==> config.mk <==
export PLATFORM = sky130hd
export DESIGN_NAME = cmos_stream_delay
export DESIGN_NICKNAME = d
export VERILOG_FILES = /design/src/rtl/cmos_stream_delay.sv
export SDC_FILE = /design/constraint.sdc
export NUM_CORES = 1
export LEC_CHECK = 0
export CAP_MARGIN = 20
export CELL_PAD_IN_SITES_DETAIL_PLACEMENT = 0
export CELL_PAD_IN_SITES_GLOBAL_PLACEMENT = 1
export CORE_MARGIN = 2
export CORE_UTILIZATION = 54
export CTS_CLUSTER_DIAMETER = 200
export DETAILED_ROUTE_END_ITERATION = 8
export HOLD_SLACK_MARGIN = 0.08
export MAX_ROUTING_LAYER = met4
export PLACE_DENSITY = 0.93
export SLEW_MARGIN = 25
export SYNTH_ARGS = -nofsm -noshare
export SYNTH_HDL_FRONTEND = slang
export SYNTH_SLANG_ARGS = --single-unit
==> constraint.sdc <==
create_clock -name cmos_pclk -period 4.8 [get_ports cmos_pclk]
set_input_delay 0.72 -clock cmos_pclk [delete_from_list [all_inputs] [get_ports cmos_pclk]]
set_output_delay 0.72 -clock cmos_pclk [all_outputs]
set_load 0.01 [all_outputs]
==> src/rtl/cmos_stream_delay.sv <==
// Programmable delay line for CMOS pixel streams; delay changes take effect at a frame edge.
// Optional registered vsync edge pulses on the delayed stream: define CMOS_DELAY_EDGE_OUT_EN.
module cmos_stream_delay #(
  parameter int unsigned DATA_WIDTH    = 8,
  parameter int unsigned MAX_DELAY     = 16,
  parameter int unsigned DLY_W         = 5,
  parameter int unsigned DEFAULT_DELAY = 3
) (
  input  logic                  cmos_pclk,
  input  logic                  rst_n,
  input  logic                  cmos_href,
  input  logic                  cmos_vsync,
  input  logic [DATA_WIDTH-1:0] cmos_data,
  input  logic [DLY_W-1:0]      cfg_delay,
  input  logic                  cfg_update,
  output logic                  cmos_href_delay,
  output logic                  cmos_vsync_delay,
  output logic [DATA_WIDTH-1:0] cmos_data_delay,
  output logic [DLY_W-1:0]      cur_delay,
  output logic                  cfg_busy,
  output logic                  fill_done
`ifdef CMOS_DELAY_EDGE_OUT_EN
  ,
  output logic                  vsync_rise_o,
  output logic                  vsync_fall_o
`endif
);

  localparam int unsigned PTR_W = (MAX_DELAY > 1) ? $clog2(MAX_DELAY) : 1;
  localparam int unsigned ENT_W = DATA_WIDTH + 2;
  localparam int unsigned IDX_W = DLY_W + 1;
  localparam logic [DLY_W-1:0] MaxDly  = DLY_W'(MAX_DELAY);
  localparam logic [PTR_W-1:0] LastPtr = PTR_W'(MAX_DELAY - 1);

  typedef enum logic [1:0] {StIdle, StPending, StFlush} state_e;

  state_e           r_state;
  logic [PTR_W-1:0] r_wr_ptr;
  logic [DLY_W-1:0] r_cur_delay;
  logic [DLY_W-1:0] r_fill_cnt;
  logic [DLY_W-1:0] r_pending;
  logic             r_pend_vld;
  logic             r_vsync_prev;
  logic [ENT_W-1:0] r_buf [MAX_DELAY];

  logic [DLY_W-1:0] w_cfg_sat;
  logic [DLY_W-1:0] w_apply_dly;
  logic [DLY_W-1:0] w_fill_inc;
  logic             w_vsync_rise;
  logic             w_fill_done;
  logic [IDX_W-1:0] w_rd_sum;
  logic [IDX_W-1:0] w_rd_idx;
  logic [ENT_W-1:0] w_entry;
  logic [ENT_W-1:0] w_out;

  assign w_cfg_sat    = (cfg_delay > MaxDly) ? MaxDly : cfg_delay;
  assign w_apply_dly  = cfg_update ? w_cfg_sat : r_pending;
  assign w_fill_inc   = r_fill_cnt + 1'b1;
  assign w_vsync_rise = cmos_vsync & ~r_vsync_prev;
  assign w_fill_done  = (r_fill_cnt == r_cur_delay);

  // Read index (wr_ptr - d) mod MAX_DELAY without needing a power-of-two depth.
  always_comb begin
    w_rd_sum = IDX_W'(r_wr_ptr) + IDX_W'(MAX_DELAY) - IDX_W'(r_cur_delay);
    w_rd_idx = (w_rd_sum >= IDX_W'(MAX_DELAY)) ? (w_rd_sum - IDX_W'(MAX_DELAY)) : w_rd_sum;
  end

  always_comb begin
    w_entry = r_buf[PTR_W'(w_rd_idx)];
    if (r_cur_delay == '0) begin
      w_entry = {cmos_vsync, cmos_href, cmos_data};
    end
    w_out = (rst_n && w_fill_done) ? w_entry : '0;
  end

  assign cmos_vsync_delay = w_out[ENT_W-1];
  assign cmos_href_delay  = w_out[ENT_W-2];
  assign cmos_data_delay  = w_out[DATA_WIDTH-1:0];
  assign cur_delay        = rst_n ? r_cur_delay : '0;
  assign cfg_busy         = rst_n && (r_state != StIdle);
  assign fill_done        = rst_n && w_fill_done;

  always_ff @(posedge cmos_pclk) begin
    r_buf[r_wr_ptr] <= {cmos_vsync, cmos_href, cmos_data};
  end

  always_ff @(posedge cmos_pclk) begin
    if (!rst_n) begin
      r_state      <= StIdle;
      r_wr_ptr     <= '0;
      r_cur_delay  <= DLY_W'(DEFAULT_DELAY);
      r_fill_cnt   <= '0;
      r_pending    <= '0;
      r_pend_vld   <= 1'b0;
      r_vsync_prev <= 1'b0;
    end else begin
      r_wr_ptr     <= (r_wr_ptr == LastPtr) ? '0 : r_wr_ptr + 1'b1;
      r_vsync_prev <= cmos_vsync;
      if (r_fill_cnt != r_cur_delay) begin
        r_fill_cnt <= w_fill_inc;
      end
      unique case (r_state)
        StIdle: begin
          if (cfg_update) begin
            r_pending <= w_cfg_sat;
            r_state   <= StPending;
          end
        end
        StPending: begin
          if (w_vsync_rise) begin
            r_cur_delay <= w_apply_dly;
            r_fill_cnt  <= '0;
            // A zero delay needs no refill, so skip the flush entirely.
            r_state     <= (w_apply_dly == '0) ? StIdle : StFlush;
          end else if (cfg_update) begin
            r_pending <= w_cfg_sat;
          end
        end
        StFlush: begin
          if (cfg_update) begin
            r_pending <= w_cfg_sat;
          end
          // Leave on the edge that completes the fill so busy drops as fill_done rises.
          if (w_fill_inc == r_cur_delay) begin
            r_state    <= (r_pend_vld || cfg_update) ? StPending : StIdle;
            r_pend_vld <= 1'b0;
          end else if (cfg_update) begin
            r_pend_vld <= 1'b1;
          end
        end
        default: r_state <= StIdle;
      endcase
    end
  end

`ifdef CMOS_DELAY_EDGE_OUT_EN
  logic r_vsd_prev;
  logic r_vs_rise;
  logic r_vs_fall;

  always_ff @(posedge cmos_pclk) begin
    if (!rst_n) begin
      r_vsd_prev <= 1'b0;
      r_vs_rise  <= 1'b0;
      r_vs_fall  <= 1'b0;
    end else begin
      r_vsd_prev <= cmos_vsync_delay;
      r_vs_rise  <= cmos_vsync_delay & ~r_vsd_prev;
      r_vs_fall  <= ~cmos_vsync_delay & r_vsd_prev;
    end
  end

  assign vsync_rise_o = rst_n & r_vs_rise;
  assign vsync_fall_o = rst_n & r_vs_fall;
`endif

endmodule

* After elaboration in Yosys (flattened, before gate mapping)
Memory sizes are Yosys's and may differ from the RTL's.
Cells that the tools add are included.
** Cells by class
- Eq/ne operators :: 10
- Reduce and logical (&&, ||, !) cells :: 15
- Add/subtract/negate cells :: 5
- Bitwise operators :: 3
- $lt $le $gt $ge :: 2
- Multiplexer cells :: 19
** Operator list (count)
- 2-to-1 mux 5 bit :: 7
- 2-to-1 mux 10 bit :: 2
- == test 5 bit :: 2
- zero test 5 bit :: 2
- case mux 5 bit (2 select lines) :: 1
- 2-to-1 mux 2 bit :: 4
- inequality test 2 bit (second input constant) :: 4
- adder 4 x 5 -> 6 bit (second input constant) :: 1
- greater-or-equal comparator 6 x 5 -> 1 bit (second input constant) :: 1
- case mux 2 bit (3 select lines) :: 1
- AND reduction 2 bit :: 3
- nonzero test 2 bit :: 3
- subtractor 6 x 5 -> 6 bit :: 1
- adder 5 x 1 -> 5 bit (second input constant) :: 1
- > comparator 5 bit (second input constant) :: 1
- inequality test 5 bit :: 1
- adder 4 x 1 -> 4 bit (second input constant) :: 1
- == test 4 bit (second input constant) :: 1
- 2-to-1 mux 4 bit :: 1
- OR reduction 2 bit :: 2
- subtractor 4 x 1 -> 4 bit (second input constant) :: 1
- 2-to-1 mux 1 bit :: 3
- AND reduction 3 bit :: 1
- == test 2 x 1 -> 1 bit (second input constant) :: 1
- other kinds (6) :: 8
** Storage, ports and cells
- Memory bits (writable) :: 160
- Output and inout port bits :: 17
- Memories kept :: 1
- Register bits after elaboration :: 23
** Memories
- r_buf :: words 16, width 10, rd ports 1, clocked after memory_dff 0, wr ports 1, line 44 : logic [ENT_W-1:0] r_buf [MAX_DELAY];

* Longest topological paths before layout
- Word-level depth :: 7
- Gate-level depth with buffers :: 11
- Gate-level depth less buffers :: 9

* Worst setup path before layout
OpenSTA, ideal clock, no wires.
- Path kind :: register to output
- Start :: reg r_wr_ptr[0]
- End :: out cmos_data_delay[4]
- Path slack :: 1.856 ns
- Arrival :: 2.224 ns
- Path buffers :: 2
- Stages on the path, launching flop included :: 11
- Path through :: dfxtp_1 > inv_1 > ha_1 > inv_1 > fa_1 > buf_4 > buf_2 > mux2i_1 > nand3_1 > nand4_1 > a2111oi_2
** On the way
- Cells in the longest elaborated chain, start to end :: 7
** Ends and longest elaborated chain
- start, declared :: line 38 : logic [PTR_W-1:0] r_wr_ptr;
- start signal, assigned :: line 97 : r_wr_ptr <= (r_wr_ptr == LastPtr) ? '0 : r_wr_ptr + 1'b1;
- adder 4 x 5 -> 6 bit (*) :: line 64 : w_rd_sum = IDX_W'(r_wr_ptr) + IDX_W'(MAX_DELAY) - IDX_W'(r_cur_delay);
- subtractor 6 x 5 -> 6 bit (*) :: line 64
- greater-or-equal comparator 6 x 5 -> 1 bit or subtractor 4 x 1 -> 4 bit (tied branches) :: line 65 : w_rd_idx = (w_rd_sum >= IDX_W'(MAX_DELAY)) ? (w_rd_sum - IDX_W'(MAX_DELAY)) : w_rd_sum;
- 2-to-1 mux 4 bit (*) :: line 65
- memory read (16 x 10 bit) (*)
- 2-to-1 mux 10 bit (*) :: line 70 : if (r_cur_delay == '0) begin
- 2-to-1 mux 10 bit (*) :: line 73 : w_out = (rst_n && w_fill_done) ? w_entry : '0;
- end, declared :: line 18 : output logic [DATA_WIDTH-1:0] cmos_data_delay,
Every way passes the cells marked *; elsewhere a longest branch is shown, timed or not.

* Worst setup path in the final report
Ends and elaborated chain as after synthesis.

==> metrics.cfg <==
[status]
status=finished clean

[timing]
grt_setup_unrepaired=false
period_share_pct=95.9
relSlewSlack_pct=47.2
hold_viol_final=0
setup_violations=0
slew_viol_final=0
min_period_ps=4600
fin_skew_ps=7.97
tightest_slew_ps=791
max_freq_ghz=0.217
setup-tns-final_ps=0

[yosys]
yosys_warnings=0
seq_area_frac_synth_pct=65.8
synth_seq_cells=183
yosys.area.top_type_share_pct=60.1
synth_edf_count=160
synthFlopType=edfxtp_1
netlist_area_um2=8000
syn_nets=608
syn_inst=581
synthArstFlopShare_pct=0
ys_types=49
synth_top_area_cell=edfxtp_1
syn_area_per_cell_um2=13.8
synth_area_leaders=edfxtp_1 60%, mux2i_1 9.9%, dfxtp_1 5.8%

[clock_tree]
cts_resized=0
clk_pin_slew_ps=70
clock-sinks=183
cts_buffers=17
clk_latency_ps=430
hold_buffers=0
cts_max_level=4
clk_path_buf_depth=2
cts_tree=built
post-cts-setup-buffers=0
root_buffer=clkbuf_16

[finish]
stdcell_count=803
fillerInstances=1072
drive_gt1_share_pct=8.72
layout_common_cells=160 x edfxtp_1, 80 x nand3_1, 79 x mux2i_1
utilization_pct=62.5
final_common_cell=edfxtp_1
layout.nets=633
syn_to_final_growth_pct=13.1
num_antenna_cells=0

[floorplanning]
rows=44
io_pins=35
core-area_um2=14500
die_w_um=126
start_util_pct=55.2
die_h_um=126
die_area_um2=15800

[worst_setup_path]
path_max_fanout=38
arrival_ps=3880
path_class=flop to output port
r2r_setup_slack_ps=2990
critPathRequiredTime_ps=4080
r2r-start=r_wr_ptr[2]
timing.rr.end=r_buf[4][5]
r2r_cells=2
end_kind=output port
cp-start-kind=flop

[place]
dp.cells=771
dpl.hpwl_um=10400
numPortBuffers=34
gp_congestion=0.813

[min_path]
min_path_type=flop to flop
min_from=r_pending[1]
hold_depth=1
hold_end=r_pending[1]

[grt]
grt_pass1_vias=4981
antenna_found_initial=0
grt_overflow=0
grt.total_usage_pct=23.4
grt_pass1_wl_um=27000
grt_max_degree=43

[detailed_routing]
wirelength_um=17300
wl_per_cell_um=21.5
num_vias=4906
drc=0
ant_nets=0
drt_first_pass_iters=6
drtIter0Drc=475
avgViaCountPerCell=6.11

[pwr]
p_leak_nw=3.31
power-per-cell-area_nw_per_um2=423
ir_drop_mv=0.247

[job]
cap_viol_max_count=0

[layer usage]
layer | part of all wire, % | global-route usage, %
met5 | 0 | -
met4 | 2.1 | 8.43
met3 | 6.0 | 5.18
met2 | 50 | 37.6
met1 | 42 | 29.3
[registers in the layout, summed over array words and instances, names as in the netlist]
register      flops
r_buf           160
r_pending         5
r_fill_cnt        5
r_cur_delay       5
r_wr_ptr          4
r_state           2
r_vsync_prev      1
r_pend_vld        1
[how the worst max path moves through the flow]
| stage | startpoint | endpoint | slack, ps | cells past startpoint |
|---|---|---|---|---|
| global route | r_wr_ptr[0] | cmos_data_delay[4] | 20 | 11 |
| finish | r_wr_ptr[0] | cmos_data_delay[4] | 200 | 11 |
| global placement | r_cur_delay[1] | cmos_vsync_delay | 810 | 9 |
| floorplan | r_wr_ptr[0] | cmos_data_delay[4] | 1860 | 10 |
| detailed placement | r_wr_ptr[0] | cmos_data_delay[4] | 690 | 11 |
| CTS | r_wr_ptr[0] | cmos_data_delay[4] | 110 | 11 |
[cell type report]
type	instances	area (µm²)	share of cell area [%]
Inverter	9	33.8	0.373
Clock buffer	19	433	4.79
Tap cell	184	230	2.54
Clock inverter	13	104	1.15
Multi-Input combinational cell	352	2550	28.2
Sequential cell	183	5270	58.2
Timing Repair Buffer	43	433	4.79
[cells by family (layout without fill, tap and decap cells)]
| family | Yosys count | in the layout | synth area share, % |
|---|---|---|---|
| AO/OA/AOI/OAI | 53 | 53 | 5.19 |
| XOR/XNOR | 16 | 16 | 1.75 |
| adder cells (fa/ha/maj) | 9 | 9 | 1.50 |
| buffers and inverters | 46 | 84 | 2.83 |
| flip-flops | 183 | 183 | 65.8 |
| multiplexers | 79 | 79 | 9.89 |
| AND/OR/NAND/NOR | 195 | 195 | 13.0 |
[metrics by stage]
stage                     hold WS (ps)  power, W  area [µm²]  worst slack, ps
final                              506   0.00383        9050              197
after global routing               525   0.00397        9050             22.3
after CTS                          507   0.00384        9040              111
after detailed placement           489   0.00256        8500              687
after global placement             466   0.00254        8500              808
after floorplan                    451   0.00237        8000             1860
[power by group]
part	switching, W	total, W	internal [W]	leakage, nW
Clock	0.000576	0.00129	0.000710	0.264
Sequential	0.0000292	0.00181	0.00178	1.64
Combinational	0.000433	0.000733	0.000300	1.41
Total	0.00104	0.00383	0.00279	3.31
[cell usage after synthesis (2+ instances only)]
| master | number |
|---|---|
| nor2_1 | 24 |
| a21o_1 | 2 |
| mux2i_1 | 79 |
| buf_4 | 7 |
| buf_6 | 2 |
| a21oi_1 | 8 |
| nor2b_1 | 7 |
| a21boi_1 | 2 |
| nor3_1 | 2 |
| o21ai_0 | 3 |
| a22o_1 | 9 |
| xnor2_1 | 5 |
| ha_1 | 8 |
| clkbuf_1 | 17 |
| nor3_2 | 9 |
| and3_1 | 6 |
| buf_2 | 10 |
| or3_1 | 2 |
| o21ai_1 | 2 |
| nand3_1 | 80 |
| o211ai_1 | 2 |
| dfxtp_1 | 23 |
| edfxtp_1 | 160 |
| a31oi_1 | 3 |
| xor2_1 | 11 |
| a2111oi_0 | 2 |
| inv_1 | 8 |
| o211a_1 | 8 |
| and2_1 | 19 |
| nand4_1 | 20 |
| o21bai_1 | 2 |
| nand2_1 | 22 |
[critical path, stage by stage, from the launching register on]
cell and delay [ps]:
dfxtp_1 330, inv_1 140, ha_1 180, inv_1 60
fa_4 950, buf_12 300, nor2b_1 80, a2111oi_1 420
a31oi_1 110, a21boi_1 250, a2111oi_2 80, clkdlybuf4s50_1 520
No activity file was read; power rests on OpenSTA's default activity.
